`config.mk`:
```
export PLATFORM = sky130hd
export DESIGN_NAME = mvm_accum
export DESIGN_NICKNAME = d
export VERILOG_FILES = /design/src/rtl/mvm_accum.sv
export SDC_FILE = /design/constraint.sdc
export NUM_CORES = 1
export LEC_CHECK = 0
export CAP_MARGIN = 20
export CORE_ASPECT_RATIO = 1.2
export CORE_UTILIZATION = 40
export DETAILED_ROUTE_END_ITERATION = 8
export GPL_TIMING_DRIVEN = 0
export SLEW_MARGIN = 20
export SYNTH_ARGS = -nofsm -noshare
export SYNTH_HDL_FRONTEND = slang
export SYNTH_SLANG_ARGS = --single-unit
```
`constraint.sdc`:
```
create_clock -name clk -period 5.65 [get_ports clk]
set_input_delay 1.13 -clock clk [delete_from_list [all_inputs] [get_ports clk]]
set_output_delay 1.13 -clock clk [all_outputs]
set_load 0.01 [all_outputs]
```
`src/rtl/mvm_accum.sv`:
```
// Row accumulator for DPE partial dot products, with a fall-through output FIFO.
// Completed rows queue in the FIFO; a registered stall throttles upstream before it fills.
module mvm_accum #(
  parameter int OPREC        = 32,
  parameter int CNTW         = 8,
  parameter int ACCW         = OPREC + CNTW,
  parameter int FIFO_DEPTH   = 4,
  parameter int STALL_MARGIN = 2
) (
  input  logic                   clk,
  input  logic                   rst,
  input  logic                   i_cfg_valid,
  input  logic [CNTW-1:0]        i_cfg_chunks,
  input  logic                   i_valid,
  input  logic [OPREC-1:0]       i_result,
  output logic                   o_stall,
  output logic                   o_valid,
  output logic [ACCW-1:0]        o_data,
  input  logic                   i_ready,
  output logic                   o_busy,
  output logic                   o_overflow
);

  localparam int PTRW = (FIFO_DEPTH > 1) ? $clog2(FIFO_DEPTH) : 1;
  localparam int OCCW = PTRW + 1;
  localparam logic [OCCW-1:0] OCC_FULL = OCCW'(FIFO_DEPTH);
  localparam logic [OCCW-1:0] STALL_TH = OCCW'(FIFO_DEPTH - STALL_MARGIN);

  logic [CNTW-1:0] chunks_reg;
  logic [CNTW-1:0] count;
  logic [ACCW-1:0] acc;
  logic [ACCW-1:0] sum;
  logic [ACCW-1:0] mem [FIFO_DEPTH];
  logic [PTRW-1:0] wr_ptr;
  logic [PTRW-1:0] rd_ptr;
  logic [OCCW-1:0] occ;
  logic [OCCW-1:0] occ_next;

  logic cfg_accept;
  logic last;
  logic push;
  logic pop;
  logic full;
  logic wr_en;

  assign cfg_accept = i_cfg_valid && (count == '0) && !i_valid;
  assign last       = (count == chunks_reg - CNTW'(1));
  assign sum        = acc + ACCW'($signed(i_result));
  assign push       = i_valid && last;
  assign full       = (occ == OCC_FULL);
  assign o_valid    = (occ != '0);
  assign pop        = o_valid && i_ready;
  // A full FIFO still takes a write when the head leaves in the same cycle.
  assign wr_en      = push && (!full || pop);
  assign occ_next   = occ + OCCW'(wr_en) - OCCW'(pop);
  assign o_busy     = (count != '0);
  assign o_data     = o_valid ? mem[rd_ptr] : '0;

  always_ff @(posedge clk or negedge rst) begin
    if (!rst) begin
      chunks_reg <= CNTW'(1);
      count      <= '0;
      acc        <= '0;
    end else begin
      if (cfg_accept)
        chunks_reg <= (i_cfg_chunks == '0) ? CNTW'(1) : i_cfg_chunks;
      if (i_valid) begin
        if (last) begin
          acc   <= '0;
          count <= '0;
        end else begin
          acc   <= sum;
          count <= count + CNTW'(1);
        end
      end
    end
  end

  always_ff @(posedge clk or negedge rst) begin
    if (!rst) begin
      wr_ptr     <= '0;
      rd_ptr     <= '0;
      occ        <= '0;
      o_stall    <= 1'b0;
      o_overflow <= 1'b0;
    end else begin
      if (wr_en)
        wr_ptr <= wr_ptr + PTRW'(1);
      if (pop)
        rd_ptr <= rd_ptr + PTRW'(1);
      occ     <= occ_next;
      o_stall <= (occ_next >= STALL_TH);
      if (push && full && !pop)
        o_overflow <= 1'b1;
    end
  end

  always_ff @(posedge clk) begin
    if (wr_en)
      mem[wr_ptr] <= sum;
  end

endmodule

```
==> summary.md, run 1 <==
| Metric | Value |
|---|---|
| # rows | 66 |
| Gr usage total | 18.44% |
| Commonest cells after routing, fill and taps aside | 160 x edfxtp_1, 86 x clkdlybuf4s50_1, 65 x nand2_1 |
| Pin count of the biggest net entering global routing | 46 |
| Post-synthesis sequential area ratio | 58.12% |
| CTS tree | yes |
| Die Height | 184.2 microns |
| Drt wl/cell | 19.54 microns |
| Critical path class | reg -> out |
| Worst hold path type | reg -> reg |
| Overflow after GRT | 0 |
| Setup repair bufs after CTS | 0 |
| Residual DRC | 0 |
| First-pass iteration count of the detailed router | 5 |
| Starting Density | 40.73% |
| Status | finished clean |
| P&R area growth vs syn | 18.82% |
| CP endpoint kind | output pin |
| Number of flops mapped to enable cells by yosys | 160 |
| Slew HR | 31.92% |
| Max IR drop VDD | 257.1 uV |
| Skew final | 0.01356 ns |
| RSZ-0062 raised after global routing | false |
| Crit share post-route | 78.72% |
| Worst r2r path cells | 18 |
| Antenna fix cells | 0 |
| Max-slew violation count | 0 |
| Worst-path clk slew | 0.06 ns |
| Count of cell types in the netlist | 62 |
| Hold_ws | 0.4905 ns |
| Chip width | 153.8 microns |
| Hold_buf cts | 0 |
| Post-synthesis net count | 916 |
| Clk_lat worst skew | 0.52 ns |
| Syn_area_per_cell | 13.48 sq um |
| Worst hold path depth | 1 |
| Fillers | 2361 |
| Gpl congestion | 0.8346 |
| Fin Setup TNS | 0 ns |
| Routed Antenna Nets | 0 |
| CTS sink cnt | 225 |
| Ys async rst share | 28.89% |
| Mapped Cells | 821 |
| Via Count | 7080 |
| Die area | 0.02834 sq mm |
| Req. time, crit path | 4.52 ns |
| Max capacitance violation total | 0 |
| Via density | 5.476 |
| Total Wirelength | 25.27 mm |
| Global-route wire length before repair | 39.79 mm |
| NumNets Final | 1031 |
| PortBufs | 87 |
| Layout cells sized above 1 | 11.44% |
| #FFs+latches synth | 225 |
| Setup Viol. Count Final | 0 |
| Longest Clk Path Bufs | 3 |
| Area of the multi-input gates | 0.004412 sq mm |
| Worst Path Arrival | 3.32 ns |
| Share of Yosys cell area claimed by the top area cell type | 43.41% |
| Biggest regs | mem (160), acc (40) |
| Leakage Power | 4.787 nW |
| Seq. cell area | 0.006432 sq mm |
| Core area | 0.02717 sq mm |
| Largest reg by FF count | mem |
| P per Cell Area | 562.6 mW/mm^2 |
| Post-synth top flop | edfxtp_1 |
| # resized after CTS | 0 |
| Initial DRC Count | 320 |
| Largest register FFs | 160 |
| Vias in the first global route | 7161 |
| Fmax | 224.8 MHz |
| Synthesized cell area | 0.01107 sq mm |
| Area leader, netlist | edfxtp_1 |
| Startpoint type of the worst setup path | flip-flop |
| Commonest non-fill, non-tap cell in the layout | edfxtp_1 |
| Synth Warn # | 0 |
| Root buffer cell | clkbuf_16 |
| H-tree Lvls | 1 |
| Number of I/O pins | 89 |
| Tmin final | 4.448 ns |
| Synth area leaders | edfxtp_1 43%, dfrtp_1 14%, mux4_2 8.1% |
| Maximum fanout along the worst path | 10 |
| CTS Buf Count | 25 |
| Placed wire-length estimate | 16.97 mm |
| Initial antenna violation count | 0 |
| Final Hold Violating Endpoints | 0 |
| Tightest Pin Transition | 1.021 ns |
[worst max-delay path: stages, from the launching register on]
cell	delay (ns)
dfrtp_1	0.32
clkbuf_1	0.39
buf_1	0.81
mux4_2	0.63
and2_1	0.17
clkdlybuf4s50_1	0.47
[cell usage after synthesis (8+ instances only)]
| cell | instances |
|---|---|
| a211oi_1 | 9 |
| a21o_1 | 14 |
| a21oi_1 | 48 |
| a31o_1 | 17 |
| and2_1 | 46 |
| buf_1 | 8 |
| clkbuf_1 | 21 |
| dfrtp_1 | 64 |
| edfxtp_1 | 160 |
| ha_1 | 48 |
| inv_1 | 20 |
| mux4_2 | 40 |
| nand2_1 | 65 |
| nand3_1 | 11 |
| nor2_1 | 19 |
| nor2b_1 | 20 |
| nor3_1 | 12 |
| o211ai_1 | 9 |
| o21ai_0 | 13 |
| o21ai_1 | 26 |
| o2bb2ai_1 | 13 |
| xnor2_1 | 34 |
| xor2_1 | 23 |
[metal layers]
metal	part of all wire, %	track usage [%]	wire length [microns]	vias to the layer above
met5	0	0	0	-
met4	1.7	4.440	430	0
met3	4.5	2.422	1126	32
met2	50	32.04	12540	167
met1	44	24.47	11170	3537
li1	-	-	-	3344
[kinds of logic (layout without fill, tap and decap cells)]
| group | after synthesis | in the layout | share of synthesized area [%] |
|---|---|---|---|
| fa+ha+maj | 50 | 50 | 5.789 |
| mux | 48 | 48 | 8.943 |
| simple gates | 198 | 198 | 9.192 |
| compound gates | 184 | 184 | 11.19 |
| xor+xnor | 58 | 58 | 4.658 |
| buf+inv | 58 | 190 | 2.103 |
| flops | 225 | 225 | 58.12 |
[path summary, 6_finish.rpt]
check	slack, ns	startpoint	end
max	1.20	rd_ptr[0]$_DFFE_PN0P_	o_data[11]
min	0.49	acc[13]$_DFFE_PN0P_	acc[13]$_DFFE_PN0P_
max reg2reg	1.63	chunks_reg[0]$_DFFE_PN1P_	o_stall$_DFF_PN0_
min reg2reg	0.49	acc[13]$_DFFE_PN0P_	acc[13]$_DFFE_PN0P_
max in group asynchronous	4.55	rst	chunks_reg[0]$_DFFE_PN1P_
min in group asynchronous	0.52	rst	chunks_reg[3]$_DFFE_PN0P_
[metrics by stage]
stage	setup slack (ns)	cell area [sq um]	util (%)	std cells	power, W
CTS	1.070	13150	48.40	1293	0.007472
global placement	0.9563	12360	45.51	1248	0.005896
global route	0.9818	13150	48.40	1293	0.007892
detailed placement	1.128	12400	45.63	1249	0.005948
finish	1.202	13150	48.40	1293	0.007399
floorplan	2.041	11070	-	821	0.004830
[area by class of cell]
class,count,share of cell area [%]
multi-input combinational,538,33.55
clock inverter,12,0.6089
buffer,37,1.170
tap,340,3.235
sequential,225,48.92
clock buffer,32,5.109
inverter,21,0.5994
timing repair buffer,88,6.813
[power by group]
part	switching, W	leakage, nW	internal (W)
combinational	0.00188	2.21	0.00150
clock	0.000659	0.354	0.000843
sequential	0.000123	2.23	0.00239
total	0.00266	4.79	0.00474
Power figures use the tool's default switching activity.
==> run 2, diff against run 1 <==
Clock period 5.65 ns to 4 ns, I/O delays scaled along.
==> summary.md, run 2 (synthesis results as in run 1) <==
| Metric | Value |
|---|---|
| Status | finished clean (unchanged) |
| Vias in the first global route | 7167 (was 7161) |
| Startpoint type of the worst setup path | flip-flop (unchanged) |
| NumNets Final | 1035 (was 1031) |
| PortBufs | 87 (unchanged) |
| Crit-path slowest cell | clkdlybuf4s18_2 (was buf_1) |
| Setup Viol. Count Final | 0 (unchanged) |
| Via density | 5.443 (was 5.476) |
| Reg power frac | 33.9% (was 34.0%) |
| Overflow after GRT | 0 (unchanged) |
| Worst R2R Start | chunks_reg[0]$_DFFE_PN1P_ (unchanged) |
| Combinational power share | 45.8% (was 45.7%) |
| Cell Int Power | 0.006707 W (was 0.004737 W) |
| Gpl congestion | 0.8346 (unchanged) |
| Worst r2r path cells | 18 (unchanged) |
| Post-layout instance area | 0.01322 sq mm (was 0.01315 sq mm) |
| CTS Buf Count | 25 (unchanged) |
| CP endpoint kind | output pin (unchanged) |
| H-tree Lvls | 1 (unchanged) |
| Psw | 0.003772 W (was 0.002662 W) |
| Via Count | 7060 (was 7080) |
| Number of I/O pins | 89 (unchanged) |
| P per Cell Area | 792.5 mW/mm^2 (was 562.6 mW/mm^2) |
| Worst-path clk slew | 0.06 ns (about the same) |
| CP endpoint | o_data[11] (unchanged) |
| Worst reg2reg setup slack | 0.32 ns (was 1.63 ns) |
| Worst hold path type | in -> async (was reg -> reg) |
| Placed Area | 0.01240 sq mm (unchanged) |
| Pin count of the biggest net entering global routing | 46 (unchanged) |
| Sw Ratio | 35.99% (was 35.98%) |
| Maximum fanout along the worst path | 10 (unchanged) |
| Routed Antenna Nets | 0 (unchanged) |
| CTS tree | yes (unchanged) |
| Leakage Power | 4.824 nW (was 4.787 nW) |
| Worst setup path startpoint | rd_ptr[0]$_DFFE_PN0P_ (unchanged) |
| Die Height | 184.2 microns (unchanged) |
| Largest register FFs | 160 (unchanged) |
| Die area | 0.02834 sq mm (unchanged) |
| Initial DRC Count | 320 (unchanged) |
| Clock share of power | 20.3% (about the same) |
| Slew HR | 45.26% (was 31.92%) |
| # rows | 66 (unchanged) |
| Commonest cells after routing, fill and taps aside | 160 x edfxtp_1, 86 x clkdlybuf4s50_1, 65 x nand2_1 (unchanged) |
| Chip width | 153.8 microns (unchanged) |
| P&R area growth vs syn | 19.48% (was 18.82%) |
| Max-slew violation count | 0 (unchanged) |
| Longest Clk Path Bufs | 3 (unchanged) |
| Placed cells | 1249 (unchanged) |
| RSZ-0062 raised after global routing | false (unchanged) |
| Fillers | 2354 (was 2361) |
| Largest reg by FF count | mem (unchanged) |
| Core area | 0.02717 sq mm (unchanged) |
| Fin Setup TNS | 0 ns (unchanged) |
| FF-to-FF End | o_stall$_DFF_PN0_ (unchanged) |
| Root buffer cell | clkbuf_16 (unchanged) |
| Final Util | 48.67% (was 48.40%) |
| Layout cells sized above 1 | 12.54% (was 11.44%) |
| Max capacitance violation total | 0 (unchanged) |
| Hold_buf cts | 0 (unchanged) |
| Total Wirelength | 25.34 mm (was 25.27 mm) |
| Req. time, crit path | 3.20 ns (was 4.52 ns) |
| Global-route wire length before repair | 39.88 mm (was 39.79 mm) |
| Crit share post-route | 96.18% |
| Crit-path cells | clkbuf_1 > clkdlybuf4s18_2 > mux4_2 > and2_1 > clkdlybuf4s50_1 (was clkbuf_1 > buf_1 > mux4_2 > and2_1 > clkdlybuf4s50_1) |
| Starting Density | 40.73% (unchanged) |
| Residual DRC | 0 (unchanged) |
| Drt wl/cell | 19.54 microns (about the same) |
| Biggest regs | mem (160), acc (40) (unchanged) |
| First-pass iteration count of the detailed router | 5 (unchanged) |
| Max IR drop VDD | 364.2 uV (was 257.1 uV) |
| CTS sink cnt | 225 (unchanged) |
| Worst Path Arrival | 3.05 ns (was 3.32 ns) |
| Final Hold Violating Endpoints | 0 (unchanged) |
| CP max stage delay | 0.58 ns (was 0.81 ns) |
| Skew final | 0.01461 ns (was 0.01356 ns) |
| Fmax | 259.9 MHz |
| Commonest non-fill, non-tap cell in the layout | edfxtp_1 (unchanged) |
| Placed wire-length estimate | 16.97 mm (unchanged) |
| Clk_lat worst skew | 0.52 ns (about the same) |
| Design Power | 0.01048 W (was 0.007399 W) |
| Gr usage total | 18.48% (was 18.44%) |
| Antenna fix cells | 0 (unchanged) |
| Critical path class | reg -> out (unchanged) |
| Initial antenna violation count | 0 (unchanged) |
| Tightest Pin Transition | 0.8212 ns (was 1.021 ns) |
| Post-Layout Cell Count | 1297 (was 1293) |
| Tmin final | 3.847 ns |
-- run 2: cell types whose count changed in the layout (fill, tap and decap cells not counted) --
cell | previous run | this run
buf_1 | 8 | 4
buf_2 | 6 | 7
clkdlybuf4s18_2 | 0 | 1
nor4_1 | 5 | 4
ha_2 | 0 | 1
ha_1 | 48 | 47
nor4_2 | 0 | 1
nor3_1 | 12 | 11
clkdlybuf4s15_2 | 0 | 2
nor3_4 | 0 | 1
buf_4 | 3 | 7
-- run 2: critical path: cells and delay by family (launching register included) --
family	cells	cell delay [ns]
multiplexers	1	0.58
buffers and inverters	3	1.45
AND/OR/NAND/NOR	1	0.17
flip-flops	1	0.33
-- run 2: cell type report --
type | instances | area (sq um) | share of cell area, %
Inverter | 21 | 78.83 | 0.5961
Clock inverter | 12 | 80.08 | 0.6056
Buffer | 37 | 176.4 | 1.334
Sequential cell | 225 | 6432 | 48.65
Multi-Input combinational cell | 538 | 4432 | 33.52
Tap cell | 340 | 425.4 | 3.217
Timing Repair Buffer | 92 | 925.9 | 7.002
Clock buffer | 32 | 671.9 | 5.081
-- run 2: metrics by stage --
step,setup WS [ns],hold slack [ns]
after floorplan,0.3909,0.4587
after global placement,-0.5944,0.4727
after detailed placement,-0.1916,0.4783
after CTS,0.05033,0.1822
after global routing,0.01359,0.1952
final,0.1528,0.1836
-- run 2: per-layer routing --
| metal | part of all wire (%) | global-route usage, % | vias to the layer above | routed length (microns) |
|---|---|---|---|---|
| li1 | - | - | 3349 | - |
| met1 | 44 | 24.47 | 3525 | 11270 |
| met2 | 50 | 32.20 | 153 | 12570 |
| met3 | 4.1 | 2.422 | 33 | 1050 |
| met4 | 1.8 | 4.440 | 0 | 454 |
| met5 | 0 | 0 | - | 0 |
-- run 2: repair_timing --
item                       in CTS  in global routing
buffers inserted                0                  4
pin swaps                       0                  1
gates resized for setup         8                  4
setup endpoints to repair      39                  2
-- run 2: power by group through the flow --
stage	Combinational (W)	Sequential [W]	Clock (W)
after floorplan	0.00328	0.00355	0
after global placement	0.00473	0.00359	0
after detailed placement	0.00480	0.00360	0
after CTS	0.00485	0.00356	0.00216
after global routing	0.00532	0.00359	0.00226
final	0.00480	0.00355	0.00213
-- run 2: how the worst min path moves through the flow --
stage	end	slack, ns	depth (start not counted)
after global routing	chunks_reg[6]$_DFFE_PN0P_	0.20	1
after CTS	chunks_reg[3]$_DFFE_PN0P_	0.18	1
final	chunks_reg[3]$_DFFE_PN0P_	0.18	1
after global placement	acc[13]$_DFFE_PN0P_	0.47	1
after floorplan	acc[0]$_DFFE_PN0P_	0.46	1
after detailed placement	acc[6]$_DFFE_PN0P_	0.48	1
==> run 3, diff against run 2 <==
Settings changed: CELL_PAD_IN_SITES_DETAIL_PLACEMENT from default to 0, CELL_PAD_IN_SITES_GLOBAL_PLACEMENT from default to 1, PLACE_DENSITY_LB_ADDON from default to 0.1.
Clock period 4 ns to 4.4 ns, I/O delays scaled along.
==> summary.md, run 3 (synthesis results as in run 1) <==
| Metric | Value |
|---|---|
| Commonest non-fill, non-tap cell in the layout | edfxtp_1 (unchanged) |
| Maximum fanout along the worst path | 10 (unchanged) |
| CP endpoint kind | output pin (unchanged) |
| Final Hold Violating Endpoints | 0 (unchanged) |
| Overflow after GRT | 0 (unchanged) |
| Tightest Pin Transition | 0.7934 ns (was 0.8212 ns) |
| Combinational power share | 45.7% (was 45.8%) |
| CTS tree | yes (unchanged) |
| Placed wire-length estimate | 18.23 mm (was 16.97 mm) |
| Max IR drop VDD | 338.9 uV (was 364.2 uV) |
| Pin count of the biggest net entering global routing | 46 (unchanged) |
| Biggest regs | mem (160), acc (40) (unchanged) |
| Initial DRC Count | 366 (was 320) |
| Reg power frac | 33.7% (was 33.9%) |
| Fmax | 240.4 MHz |
| P&R area growth vs syn | 19.23% (was 19.48%) |
| Cell Int Power | 0.006152 W (was 0.006707 W) |
| Layout cells sized above 1 | 11.52% (was 12.54%) |
| Drt wl/cell | 20.75 microns (was 19.54 microns) |
| Vias in the first global route | 7496 (was 7167) |
| Global-route wire length before repair | 41.79 mm (was 39.88 mm) |
| Crit share post-route | 94.55% |
| Total Wirelength | 26.87 mm (was 25.34 mm) |
| Worst-path clk slew | 0.06 ns (about the same) |
| NumNets Final | 1031 (was 1035) |
| Slew HR | 47.11% (was 45.26%) |
| Chip width | 153.8 microns (unchanged) |
| Via Count | 7129 (was 7060) |
| Max capacitance violation total | 0 (unchanged) |
| Metal3 WL | 1.057 mm (was 1.050 mm) |
| Setup Viol. Count Final | 0 (unchanged) |
| Die Height | 184.2 microns (unchanged) |
| Fillers | 2398 (was 2354) |
| Root buffer cell | clkbuf_16 (unchanged) |
| Starting Density | 40.73% (unchanged) |
| Post-Layout Cell Count | 1295 (was 1297) |
| Largest register FFs | 160 (unchanged) |
| PortBufs | 87 (unchanged) |
| # rows | 66 (unchanged) |
| # resized after CTS | 0 (was 8) |
| Critical path class | reg -> out (unchanged) |
| Hold_buf cts | 0 (unchanged) |
| Leakage Power | 4.818 nW (was 4.824 nW) |
| P per Cell Area | 728.8 mW/mm^2 (was 792.5 mW/mm^2) |
| Setup repair bufs after CTS | 0 (unchanged) |
| Status | finished clean (unchanged) |
| Routed Antenna Nets | 0 (unchanged) |
| Sw Ratio | 36.03% (was 35.99%) |
| Residual DRC | 0 (unchanged) |
| Worst reg2reg setup slack | 0.41 ns (was 0.32 ns) |
| RSZ-0062 raised after global routing | true (was false) |
| Worst Path Arrival | 3.28 ns (was 3.05 ns) |
| First-pass iteration count of the detailed router | 4 (was 5) |
| Clock share of power | 20.6% (was 20.3%) |
| Initial antenna violation count | 0 (unchanged) |
| Largest reg by FF count | mem (unchanged) |
| Number of I/O pins | 89 (unchanged) |
| H-tree Lvls | 1 (unchanged) |
| Commonest cells after routing, fill and taps aside | 160 x edfxtp_1, 86 x clkdlybuf4s50_1, 65 x nand2_1 (unchanged) |
| CTS Buf Count | 25 (unchanged) |
| Via density | 5.505 (was 5.443) |
| Gpl congestion | 0.9453 (was 0.8346) |
| Hold_ws | 0.2797 ns (was 0.1836 ns) |
| Routed wl met2 | 13.53 mm (was 12.57 mm) |
| CTS sink cnt | 225 (unchanged) |
| Longest Clk Path Bufs | 3 (unchanged) |
| Core area | 0.02717 sq mm (unchanged) |
| Placed cells | 1249 (unchanged) |
| Worst hold path type | in -> async (unchanged) |
| Antenna fix cells | 0 (unchanged) |
| Top layer in use | met4 (unchanged) |
| Die area | 0.02834 sq mm (unchanged) |
| Skew final | 0.02230 ns (was 0.01461 ns) |
| M1 WL | 11.71 mm (was 11.27 mm) |
| Startpoint type of the worst setup path | flip-flop (unchanged) |
| Tmin final | 4.160 ns |
| Clk_lat worst skew | 0.52 ns (about the same) |
| Psw | 0.003464 W (was 0.003772 W) |
| Max-slew violation count | 0 (unchanged) |
| Gr usage total | 19.36% (was 18.48%) |
| Req. time, crit path | 3.52 ns (was 3.20 ns) |
==> run 3: routing by layer <==
layer / vias to the layer above / GRT usage (%)
li1: 3340 / -
met3: 32 / 2.680
met2: 148 / 34.05
met5: - / 0
met1: 3609 / 24.88
met4: 0 / 5.600
==> run 3: area by class of cell <==
| class | count | area, sq um | share of cell area, % |
|---|---|---|---|
| clock buffers | 33 | 675.6 | 5.120 |
| flip-flops and latches | 225 | 6432 | 48.75 |
| inverters | 21 | 78.83 | 0.5974 |
| repair buffers | 88 | 895.9 | 6.789 |
| plain buffers | 37 | 168.9 | 1.280 |
| multi-input cells | 538 | 4418 | 33.48 |
| well taps | 340 | 425.4 | 3.224 |
| clock inverters | 13 | 100.1 | 0.7586 |
==> run 3: power groups by stage <==
stage                     clock [W]  combinational, W  sequential (W)
after floorplan                   0           0.00298         0.00323
after global placement            0           0.00429         0.00326
after detailed placement          0           0.00442         0.00328
after CTS                   0.00203           0.00444         0.00324
after global routing        0.00211           0.00485         0.00327
final                       0.00198           0.00440         0.00324
==> run 3: per-stage QoR <==
step	setup TNS, ns	instance area (sq um)	utilization (%)	power, W	worst slack [ns]
6_report	0	13200	48.57	0.009616	0.2399
3_5_place_dp	0	12400	45.63	0.007693	0.01775
2_1_floorplan	0	11070	-	0.006203	0.7909
3_3_place_gp	-43.28	12360	45.51	0.007552	-0.2787
4_1_cts	0	13170	48.49	0.009704	0.007613
5_1_grt	-0.00008127	13200	48.57	0.01024	-0.00008127
==> run 3: worst paths after layout <==
path	startpoint	end	cells after the start
setup / recovery	rd_ptr[0]$_DFFE_PN0P_	o_data[34]	5
hold / removal	rst	wr_ptr[1]$_DFFE_PN0P_	1
setup reg to reg	chunks_reg[0]$_DFFE_PN1P_	o_stall$_DFF_PN0_	18
hold reg to reg	acc[6]$_DFFE_PN0P_	acc[6]$_DFFE_PN0P_	1
max in group asynchronous	rst	chunks_reg[0]$_DFFE_PN1P_	2
min in group clk	acc[6]$_DFFE_PN0P_	acc[6]$_DFFE_PN0P_	1
==> run 3: worst max-delay path, stage by stage, from the launching register on <==
cell and delay [ns]:
dfrtp_1 0.32, clkbuf_1 0.44, clkdlybuf4s15_1 0.76, mux4_2 0.60, and2_1 0.18, clkdlybuf4s50_1 0.47
